==> config.mk <==
export PLATFORM = sky130hd
export DESIGN_NAME = iir_smoothing_filter
export DESIGN_NICKNAME = d
export VERILOG_FILES = /design/src/rtl/iir_smoothing_filter.sv
export SDC_FILE = /design/constraint.sdc
export NUM_CORES = 1
export LEC_CHECK = 0
export BUFFER_PORTS_ARGS = -buffer_cell sky130_fd_sc_hd__buf_2
export CORE_ASPECT_RATIO = 1.4
export CORE_MARGIN = 2
export CORE_UTILIZATION = 35
export DETAILED_ROUTE_END_ITERATION = 10
export HOLD_SLACK_MARGIN = 0.05
export PLACE_DENSITY = 0.58
export SETUP_SLACK_MARGIN = 0.05
export SLEW_MARGIN = 20
export SYNTH_ARGS = -nofsm -noshare
export SYNTH_HDL_FRONTEND = slang
export SYNTH_SLANG_ARGS = --single-unit
==> constraint.sdc <==
create_clock -name clk -period 6.1 [get_ports clk]
set_input_delay 0.305 -clock clk [delete_from_list [all_inputs] [get_ports clk]]
set_output_delay 0.305 -clock clk [all_outputs]
set_load 0.005 [all_outputs]
==> src/rtl/iir_smoothing_filter.sv <==
// First-order IIR smoothing filter (exponential moving average) on an unsigned sample stream.
// The coefficient is sampled with the sample at input accept; one result is in flight at a time.
module iir_smoothing_filter #(
  parameter int unsigned DATA_W = 12,
  parameter bit          PRIME  = 1'b1
) (
  input  logic              clk,
  input  logic              rst,
  input  logic              clear,
  input  logic [7:0]        coefficient,
  input  logic              in_valid,
  output logic              in_ready,
  input  logic [DATA_W-1:0] in_data,
  output logic              out_valid,
  input  logic              out_ready,
  output logic [DATA_W-1:0] out_data
);

  localparam int unsigned ProdW = DATA_W + 9;
  localparam int unsigned SumW  = DATA_W + 10;

  typedef enum logic [1:0] {StIdle, StMul, StAcc, StOut} state_e;

  state_e            state_q;
  logic [DATA_W-1:0] x_q;
  logic [DATA_W-1:0] y_prev_q;
  logic [DATA_W-1:0] out_data_q;
  logic [7:0]        c_q;
  logic [ProdW-1:0]  prod_y_q;
  logic [ProdW-1:0]  prod_x_q;
  logic              primed_q;
  logic              load_q;
  logic              out_valid_q;

  logic [8:0]        c_inv;
  logic [ProdW-1:0]  prod_y_d;
  logic [ProdW-1:0]  prod_x_d;
  logic [SumW-1:0]   sum;
  logic [DATA_W-1:0] y_new;

  always_comb begin
    c_inv    = 9'd256 - {1'b0, c_q};
    prod_y_d = ProdW'(c_q) * ProdW'(y_prev_q);
    prod_x_d = ProdW'(c_inv) * ProdW'(x_q);
    sum      = SumW'(prod_y_q) + SumW'(prod_x_q) + SumW'(128);
    // The weighted sum never exceeds (2^DATA_W-1)*256+128, so dropping the top bits is safe.
    y_new    = load_q ? x_q : sum[DATA_W+7:8];
  end

  // rst and clear gate in_ready directly so no accept can happen in those cycles.
  assign in_ready  = (state_q == StIdle) && !rst && !clear;
  assign out_valid = out_valid_q;
  assign out_data  = out_data_q;

  always_ff @(posedge clk or posedge rst) begin
    if (rst) begin
      state_q     <= StIdle;
      x_q         <= '0;
      c_q         <= '0;
      prod_y_q    <= '0;
      prod_x_q    <= '0;
      y_prev_q    <= '0;
      out_data_q  <= '0;
      out_valid_q <= 1'b0;
      primed_q    <= 1'b0;
      load_q      <= 1'b0;
    end else if (clear) begin
      state_q     <= StIdle;
      x_q         <= '0;
      c_q         <= '0;
      prod_y_q    <= '0;
      prod_x_q    <= '0;
      y_prev_q    <= '0;
      out_data_q  <= '0;
      out_valid_q <= 1'b0;
      primed_q    <= 1'b0;
      load_q      <= 1'b0;
    end else begin
      unique case (state_q)
        StIdle: begin
          if (in_valid) begin
            x_q     <= in_data;
            c_q     <= coefficient;
            load_q  <= PRIME && !primed_q;
            state_q <= StMul;
          end
        end
        StMul: begin
          prod_y_q <= prod_y_d;
          prod_x_q <= prod_x_d;
          state_q  <= StAcc;
        end
        StAcc: begin
          y_prev_q    <= y_new;
          out_data_q  <= y_new;
          primed_q    <= 1'b1;
          out_valid_q <= 1'b1;
          state_q     <= StOut;
        end
        StOut: begin
          if (out_ready) begin
            out_valid_q <= 1'b0;
            state_q     <= StIdle;
          end
        end
      endcase
    end
  end

endmodule

Yosys cells after proc, flatten, opt, wreduce, memory -nomap -nowiden
Index checks and enable logic that the tools add are counted.
{"block": "word_totals", "elab_cells": 58, "inputBits": 25, "register_bits": 77}
{"block": "classes", "n_eq_ne": 5, "addsub": 3, "reduce_logical": 14, "muxes": 25, "multipliers": 2}
{"cell": "2-to-1 mux 20 bit", "count": 4}
{"cell": "2-to-1 mux 12 bit", "count": 6}
{"cell": "2-to-1 mux 8 bit", "count": 3}
{"cell": "adder 20 bit", "count": 1}
{"cell": "adder 20 x 8 -> 20 bit (second input constant)", "count": 1}
{"cell": "multiplier 8 x 12 -> 20 bit", "count": 1}
{"cell": "multiplier 9 x 12 -> 20 bit", "count": 1}
{"cell": "subtractor 9 x 8 -> 9 bit (first input constant)", "count": 1}
{"cell": "one-hot mux 2 bit (4 select lines)", "count": 1}
{"cell": "nonzero test 2 bit", "count": 4}
{"cell": "2-to-1 mux 1 bit", "count": 7}
{"cell": "2-to-1 mux 2 bit", "count": 3}
{"cell": "inequality test 3 bit (second input constant)", "count": 2}
{"cell": "AND reduction 2 bit", "count": 3}
{"cell": "== test 2 bit (second input constant)", "count": 2}
{"cell": "zero test 1 bit", "count": 3}
{"cell": "nonzero test 3 bit", "count": 1}
{"cell": "== test 2 x 1 -> 1 bit (second input constant)", "count": 1}
{"cell": "logical AND 1 bit", "count": 2}
{"cell": "zero test 2 bit", "count": 1}
{"cell": "one-hot mux 1 bit (2 select lines)", "count": 1}

Logic depth before layout (Yosys ltp)
Gate-level depths: netlist (run 1).
{"block": "depth", "word_depth": 5, "depth_mapped": 23, "depth_no_buf": 21}

Worst setup path before layout (run 1)
OpenSTA, ideal clock, no wires.
{"block": "synth_timing", "kind": "register to register", "from": "reg c_q[2]", "to": "reg prod_x_q[16]", "setup_slack_ns": 0.945, "setup_time_ns": 0.065, "required_ns": 6.035, "synth_period_minus_slack_ns": 5.155, "n_path_buf": 2, "stages_incl_launch_ff": 23, "t_arrival_ns": 5.091, "path_cell_list": "dfrtp_1 -> clkbuf_1 -> nor3_1 -> nand3_1 -> nor3_1 -> xnor2_1 -> clkbuf_1 -> nand2_1 -> fa_1 -> fa_1 -> inv_1 -> fa_1 -> inv_1 -> fa_1 -> inv_1 -> ha_1 -> nand3_1 -> nor2_1 -> and3b_1 -> o31ai_4 -> nand3_1 -> a2111oi_0 -> or3b_1"}
{"block": "synth_via", "elab_chain_len": 4}
{"element": "start, declared", "line_no": "28", "source": "logic [7:0] c_q;"}
{"element": "start signal, assigned", "line_no": "83", "source": "c_q <= coefficient;"}
{"element": "subtractor 9 x 8 -> 9 bit", "line_no": "42", "source": "c_inv = 9'd256 - {1'b0, c_q};"}
{"element": "multiplier 9 x 12 -> 20 bit", "line_no": "44", "source": "prod_x_d = ProdW'(c_inv) * ProdW'(x_q);"}
{"element": "2-to-1 mux 20 bit", "line_no": "79", "source": "unique case (state_q)"}
{"element": "2-to-1 mux 20 bit", "line_no": "67", "source": "end else if (clear) begin"}
{"element": "end signal, assigned", "line_no": "90", "source": "prod_x_q <= prod_x_d;"}
{"element": "end, declared", "line_no": "30", "source": "logic [ProdW-1:0] prod_x_q;"}
No other way between the ends. The select of a mux whose other input is x is not followed.
A chain may end at the register's enable or synchronous reset.

Final worst setup path (run 1)
{"block": "layout_timing", "from": "reg c_q[2]", "to": "reg prod_x_q[19]"}
Same word-level chain as after synthesis.

==> reports/qor.yml, run 1 <==
worst_setup_path:
  worstSetupStartpointType: "flop"
  reg2reg_setup_slack_ns: 0.62
  timing.critical_path.slowest_cell_delay_ns: 0.71
  reg2reg_from: "c_q[2]"
  cp_dominant_cell_by_count: "fa_1"
  timing.critical_path.arrival_ns: 5.71
  worstReg2RegEnd: "prod_x_q[19]"
  path_cells: "nor3_1 -> nand3_1 -> nor3_1 -> xnor2_1 -> buf_4 -> nand2_1 -> fa_1 -> fa_1 -> inv_1 -> fa_1 -> inv_1 -> fa_1 -> inv_1 -> ha_1 -> o21ai_0 -> a21o_1 -> o311ai_0 -> a31oi_1 -> xnor2_1 -> o21ai_1"
  cp_max_fo: 12
  critical_path.slowest_cell: "o311ai_0"
  timing_worst_setup_path_type: "flop to flop"
  critical_path_required_ns: 6.33
  ff2ff_path_depth: 20
  crit_path_end_kind: "flop"
clock_network:
  numClockSinks: 77
  cts.repair.resized: 0
  clockRootBuffer: "clkbuf_16"
  clk_pin_slew_ns: 0.06
  hold_buffers: 0
  postCtsSetupBuffers: 0
  tritoncts: "built"
  htreeDepth: 3
  cts_inserted_buffers: 9
  maximum_root_to_sink_buffer_count: 2
  clk-insertion-delay-late_ns: 0.35
power:
  cellInternalPower_mw: 1.77
  leakage_nw: 5.78
  netSwitchingFraction_pct: 47.2
  clock_power_share_pct: 19.3
  share_of_total_power_in_sequential_cells_pct: 23.8
  power_density_nw_per_um2: 289
  power.ir.vdd_worst_mv: 0.197
  comb_power_share_pct: 57.0
  switching_power_mw: 1.58
route:
  postRouteAntennaNets: 0
  detailroute.via_count: 8052
  detail_route.first_pass.iterations: 4
  routed-wl-met2_um: 12900
  routed.top_layer: "met4"
  total_wire_length_after_detailed_routing_um: 24800
  vias_per_cell: 5.02
  detailedRoute.firstIterationViolations: 290
  drc_errors: 0
  detail_route.wirelength.met1_um: 10700
  detail_route.wl_per_cell_um: 15.5
  dr_wl_met3_um: 604
logic_synthesis:
  register_area_share_after_synthesis_pct: 18.1
  synth-main-ff-cell: "dfrtp_1"
  synthMuxAreaShare_pct: 2.35
  synth_xor_area_share_pct: 3.45
  post_synth_and_or_nand_nor_area_fraction_pct: 18.5
  synthDominantCellAreaShare_pct: 24.4
  largest_family_of_logic_cells_by_synthesized_area: "adder cells"
  synth.top_cells.by_count: "182 x nand2_1, 173 x inv_1, 130 x fa_1"
  syn-num-nets: 1486
  seq_cells_post_synth: 77
  synth_edf_count: 0
  synth_cells: 1212
  adder_cell_area_share_of_the_yosys_netlist_pct: 38.4
  ys_top_cells_by_area: "fa_1 24%, dfrtp_1 18%, ha_1 14%, nand2_1 6.4%, inv_1 6.1%"
  yosys_warnings: 0
  synth_unique_cells: 62
  yosysTopAreaCell: "fa_1"
  synth-async-reset-ratio_pct: 100
  synth.cell_area_um2: 10700
  yosys.cell_count.top_type: "nand2_1"
  synth-compound-area-share_pct: 10.8
  synthesis.area_per_instance_um2: 8.79
sta:
  fmaxAchievable_mhz: 182
  holdWs_ns: 0.104
  drv_slew: 0
  timing.final.ws_setup_ns: 0.615
  layout_min_cycle_time_ns: 5.48
  worst-slew-pin-transition_ns: 0.941
  timing_hold_violations_final: 0
  setup_total_negative_slack_ns: 0
  setup-violations-final: 0
  worst_slew_margin_rel_pct: 37.3
  rsz_0062_raised_after_global_routing: "false"
  post-route-period-util_pct: 89.9
  fin_worst_skew_ns: 0.00856
status:
  run_status: "finished, final reports clean"
min_path:
  worstHoldPathType: "input pin to async pin"
global_route:
  grt_usage_pct: 16.8
  first_global_vias: 8892
  globalRouteOverflowTotal: 0
  grt_pass1_wl_um: 42800
  grt_antenna_before_repair: 0
  pin_count_of_the_biggest_net_entering_global_routing: 87
final_layout:
  insertedDiodeCount: 0
  finalNetCount: 1489
  flow.area_growth_from_synthesis_pct: 8.63
  drive_above_1_share_pct: 6.64
floorplanning:
  dieHeight_um: 210
  starting_density_of_the_core_pct: 35.6
  die-area_um2: 31900
  rows: 75
  placeableCoreArea_um2: 29900
  io-pin-count: 39
  fp.dieW_um: 151
run:
  drv_cap: 0
placed_design:
  placement_setup_slack_ns: 0.662
  gp_routability_congestion: 0.839
  io_buffers: 38
  dp_hpwl_um: 19700
-- power by group through the flow --
stage	logic, mW	clock network, mW	registers (mW)
floorplan	1.49	0	0.675
global placement	1.88	0	0.802
detailed placement	1.91	0	0.807
CTS	1.93	0.661	0.796
global route	2.19	0.683	0.816
finish	1.91	0.646	0.796
-- worst max-delay path by stage --
| stage | start | to | slack (ns) |
|---|---|---|---|
| 3_5_place_dp | c_q[2] | prod_x_q[19] | 0.66 |
| 2_1_floorplan | c_q[2] | prod_x_q[16] | 0.94 |
| 3_3_place_gp | c_q[2] | prod_x_q[19] | 0.77 |
| 4_1_cts | c_q[2] | prod_x_q[19] | 0.67 |
| 5_1_grt | c_q[2] | prod_x_q[15] | 0.25 |
| 6_report | c_q[2] | prod_x_q[19] | 0.62 |
-- cell families (layout without fill, tap and decap cells) --
kind of cell / count (synthesis) / after routing
compound gates: 170 / 170
xor+xnor: 42 / 42
fa+ha+maj: 249 / 249
buf+inv: 237 / 245
flops: 77 / 77
mux: 25 / 25
simple gates: 412 / 412
-- flip-flops by register name, summed over array words and instances, names as in the netlist --
register / count
out_data: 12
prod_y_q: 20
state_q: 2
out_valid: 1
x_q: 12
c_q: 8
primed_q: 1
prod_x_q: 20
load_q: 1
-- layout make-up --
cell class              instances  area (um^2)
clock inverters                 5          106
clock buffers                  11          243
flip-flops and latches         77         1930
repair buffers                 56          329
inverters                     173          651
multi-input cells             898         7840
well taps                     385          482
fillers                      3047        18400
-- placed cells by master, fill, tap and decap left out, drive strengths merged, types with 3 or more instances in the layout --
cell,instances
a211o,3
mux2i,25
or3,4
nor3b,5
nand2,182
nand2b,6
a31oi,7
o21ai,25
a21oi,54
nor3,14
clkbuf,11
nor2b,7
o211ai,6
and3,3
ha,119
nor4,3
o22ai,5
nor2,60
o31ai,3
buf,56
xnor2,27
a21o,14
o21bai,9
a311oi,7
and2,99
fa,130
nand4,5
o21a,7
dfrtp,77
a211oi,14
xor2,15
inv,173
bufinv,3
nand3,14
-- metrics by stage --
| stage | total power, mW | std cells | cell area [um^2] | util [%] |
|---|---|---|---|---|
| 2_1_floorplan | 2.16 | 1212 | 10700 | - |
| 3_3_place_gp | 2.68 | 1589 | 11200 | 37.5 |
| 3_5_place_dp | 2.72 | 1589 | 11200 | 37.5 |
| 4_1_cts | 3.39 | 1605 | 11600 | 38.6 |
| 5_1_grt | 3.69 | 1605 | 11600 | 38.7 |
| 6_report | 3.35 | 1605 | 11600 | 38.7 |
-- critical path, delay by kind of cell, from the launching register on --
kind,cells,cell delay (ns)
and+or+nand+nor,4,0.75
buffers and inverters,4,0.34
adders and majority gates,5,2.28
xor gates and xnor gates,2,0.34
DFF,1,0.37
AOI/OAI and AO/OA,5,1.29
-- layer usage --
| layer | vias up | GRT usage [%] |
|---|---|---|
| met1 | 3997 | 20.4 |
| met2 | 115 | 31.0 |
| met3 | 40 | 1.34 |
| met5 | - | 0 |
| met4 | 0 | 5.12 |
| li1 | 3900 | - |
(Power assumes the default switching activity.)
==> run 2, diff against run 1 <==
Settings changed: CORE_ASPECT_RATIO 1.4 to 2, RECOVER_POWER set to 50.
==> run 2 against run 1 <==
Final cell count fell by 0.75%. Setup slack got worse by 0.18 ns. Final area fell by 0.42%. Clock power fell by 7.4%. The flow now finishes with violations (capacitance limit, slew limit). Flip-flop and latch count did not move. Sequential power fell by 0.8%.
==> reports/qor.yml, run 2 (synthesis gave the netlist of run 1 again) <==
route:
  detailroute.via_count: 8430
  detail_route.wl_per_cell_um: 17.9
  drc_errors: 0
  detailedRoute.firstIterationViolations: 343
  total_wire_length_after_detailed_routing_um: 28600
  vias_per_cell: 5.29
  detail_route.first_pass.iterations: 5
  postRouteAntennaNets: 0
power:
  comb_power_share_pct: 58.8
  cellInternalPower_mw: 1.73
  power.ir.vdd_worst_mv: 0.171
  netSwitchingFraction_pct: 48.7
  switching_power_mw: 1.64
  leakage_nw: 5.73
  share_of_total_power_in_sequential_cells_pct: 23.4
  p_total_mw: 3.37
  clock_power_share_pct: 17.7
  power_density_nw_per_um2: 293
worst_setup_path:
  timing.critical_path.arrival_ns: 5.90
  timing_worst_setup_path_type: "flop to flop"
  reg2reg_setup_slack_ns: 0.43
  critical_path_required_ns: 6.33
  cp_max_fo: 8
  worstSetupStartpointType: "flop"
  crit_path_end_kind: "flop"
floorplanning:
  dieHeight_um: 251
  placeableCoreArea_um2: 30100
  die-area_um2: 31900
  rows: 90
  fp.dieW_um: 127
  io-pin-count: 39
  starting_density_of_the_core_pct: 35.4
clock_network:
  cts.repair.resized: 0
  cts_inserted_buffers: 9
  htreeDepth: 3
  tritoncts: "built"
  clk_pin_slew_ns: 0.07
  clk-insertion-delay-late_ns: 0.36
  postCtsSetupBuffers: 0
  maximum_root_to_sink_buffer_count: 2
  numClockSinks: 77
  clockRootBuffer: "clkbuf_16"
  hold_buffers: 1
final_layout:
  drive_above_1_share_pct: 5.71
  flow.area_growth_from_synthesis_pct: 8.18
  finalNetCount: 1494
  insertedDiodeCount: 0
  layout.cells.most_common: "nand2_1"
  reg.largest.list: "prod_x_q: 20 flops, prod_y_q: 20 flops"
  final_cell_mix: "182 x nand2_1, 172 x inv_1, 130 x fa_1"
sta:
  layout_min_cycle_time_ns: 5.67
  setup-violations-final: 0
  worst_slew_margin_rel_pct: -153
  drv_slew: 112
  fmaxAchievable_mhz: 177
  rsz_0062_raised_after_global_routing: "false"
  setup_total_negative_slack_ns: 0
  worst-slew-pin-transition_ns: 3.79
  timing_hold_violations_final: 0
  post-route-period-util_pct: 92.9
  fin_worst_skew_ns: 0.00870
  timing.final.ws_setup_ns: 0.435
  holdWs_ns: 0.173
status:
  violated_checks: "capacitance limit, slew limit"
  run_status: "finished, violations left"
run:
  drv_cap: 2
placed_design:
  io_buffers: 38
  gp_routability_congestion: 0.877
  placement_setup_slack_ns: 0.499
  dp_hpwl_um: 23000
global_route:
  grt_pass1_wl_um: 46700
  globalRouteOverflowTotal: 0
  first_global_vias: 9334
  grt_antenna_before_repair: 0
  grt_usage_pct: 18.7
  pin_count_of_the_biggest_net_entering_global_routing: 87
min_path:
  worstHoldPathType: "input pin to flop"
==> run 2: cell count changes in the layout (fill, tap and decap cells not counted), sizes merged <==
cell / delta
buf: -11
bufinv: -1
clkbuf: +14
clkinv: +3
dlygate4sd3: +1
inv: -1
==> run 2: stage by stage <==
step / cells / util, % / instance area (um^2)
3_5_place_dp: 1576 / 37.3 / 11200
2_1_floorplan: 1212 / - / 10700
6_report: 1593 / 38.3 / 11500
3_3_place_gp: 1576 / 37.3 / 11200
5_1_grt: 1593 / 38.3 / 11500
4_1_cts: 1593 / 38.4 / 11600
==> run 2: power groups by stage <==
| stage | clock, mW | combinational [mW] | sequential (mW) |
|---|---|---|---|
| after floorplan | 0 | 1.49 | 0.675 |
| after global placement | 0 | 1.93 | 0.795 |
| after detailed placement | 0 | 1.99 | 0.797 |
| after CTS | 0.611 | 2.00 | 0.788 |
| after global routing | 0.624 | 2.26 | 0.801 |
| final | 0.598 | 1.98 | 0.790 |
==> run 2: worst paths after layout <==
kind / startpoint / to / cells after the start
setup / recovery: c_q[0] / prod_x_q[19] / 21
hold / removal: in_data[10] / x_q[10] / 3
setup reg to reg: c_q[0] / prod_x_q[19] / 21
hold reg to reg: primed_q / load_q / 1
max in group asynchronous: rst / out_data[4] / 4
min in group asynchronous: rst / out_data[11] / 3
==> run 2: critical path, stage by stage (launching register included) <==
cell	delay, ns
dfrtp_1	0.39
inv_1	0.14
ha_1	0.26
nand2_1	0.09
xor2_1	0.37
buf_4	0.26
nand2_1	0.09
fa_1	0.52
fa_1	0.55
inv_1	0.05
fa_1	0.47
inv_1	0.05
fa_1	0.47
inv_1	0.04
ha_1	0.35
o21ai_0	0.11
a21o_1	0.21
o311ai_0	0.58
buf_4	0.22
a31oi_1	0.09
xnor2_1	0.17
o21ai_1	0.07
==> run 2: cell type report <==
| type | instances | area, um^2 |
|---|---|---|
| fillers | 3025 | 18500 |
| multi-input cells | 898 | 7840 |
| flip-flops and latches | 77 | 1930 |
| inverters | 173 | 651 |
| well taps | 368 | 460 |
| repair buffers | 61 | 334 |
| clock buffers | 10 | 229 |
| clock inverters | 6 | 87.6 |
==> run 2: layer usage <==
| metal | GRT usage, % | share of wire (%) | vias up |
|---|---|---|---|
| li1 | - | - | 3912 |
| met1 | 17.6 | 34 | 4242 |
| met2 | 37.8 | 58 | 183 |
| met3 | 1.92 | 2.3 | 93 |
| met4 | 10.7 | 5.2 | 0 |
| met5 | 0 | 0 | - |
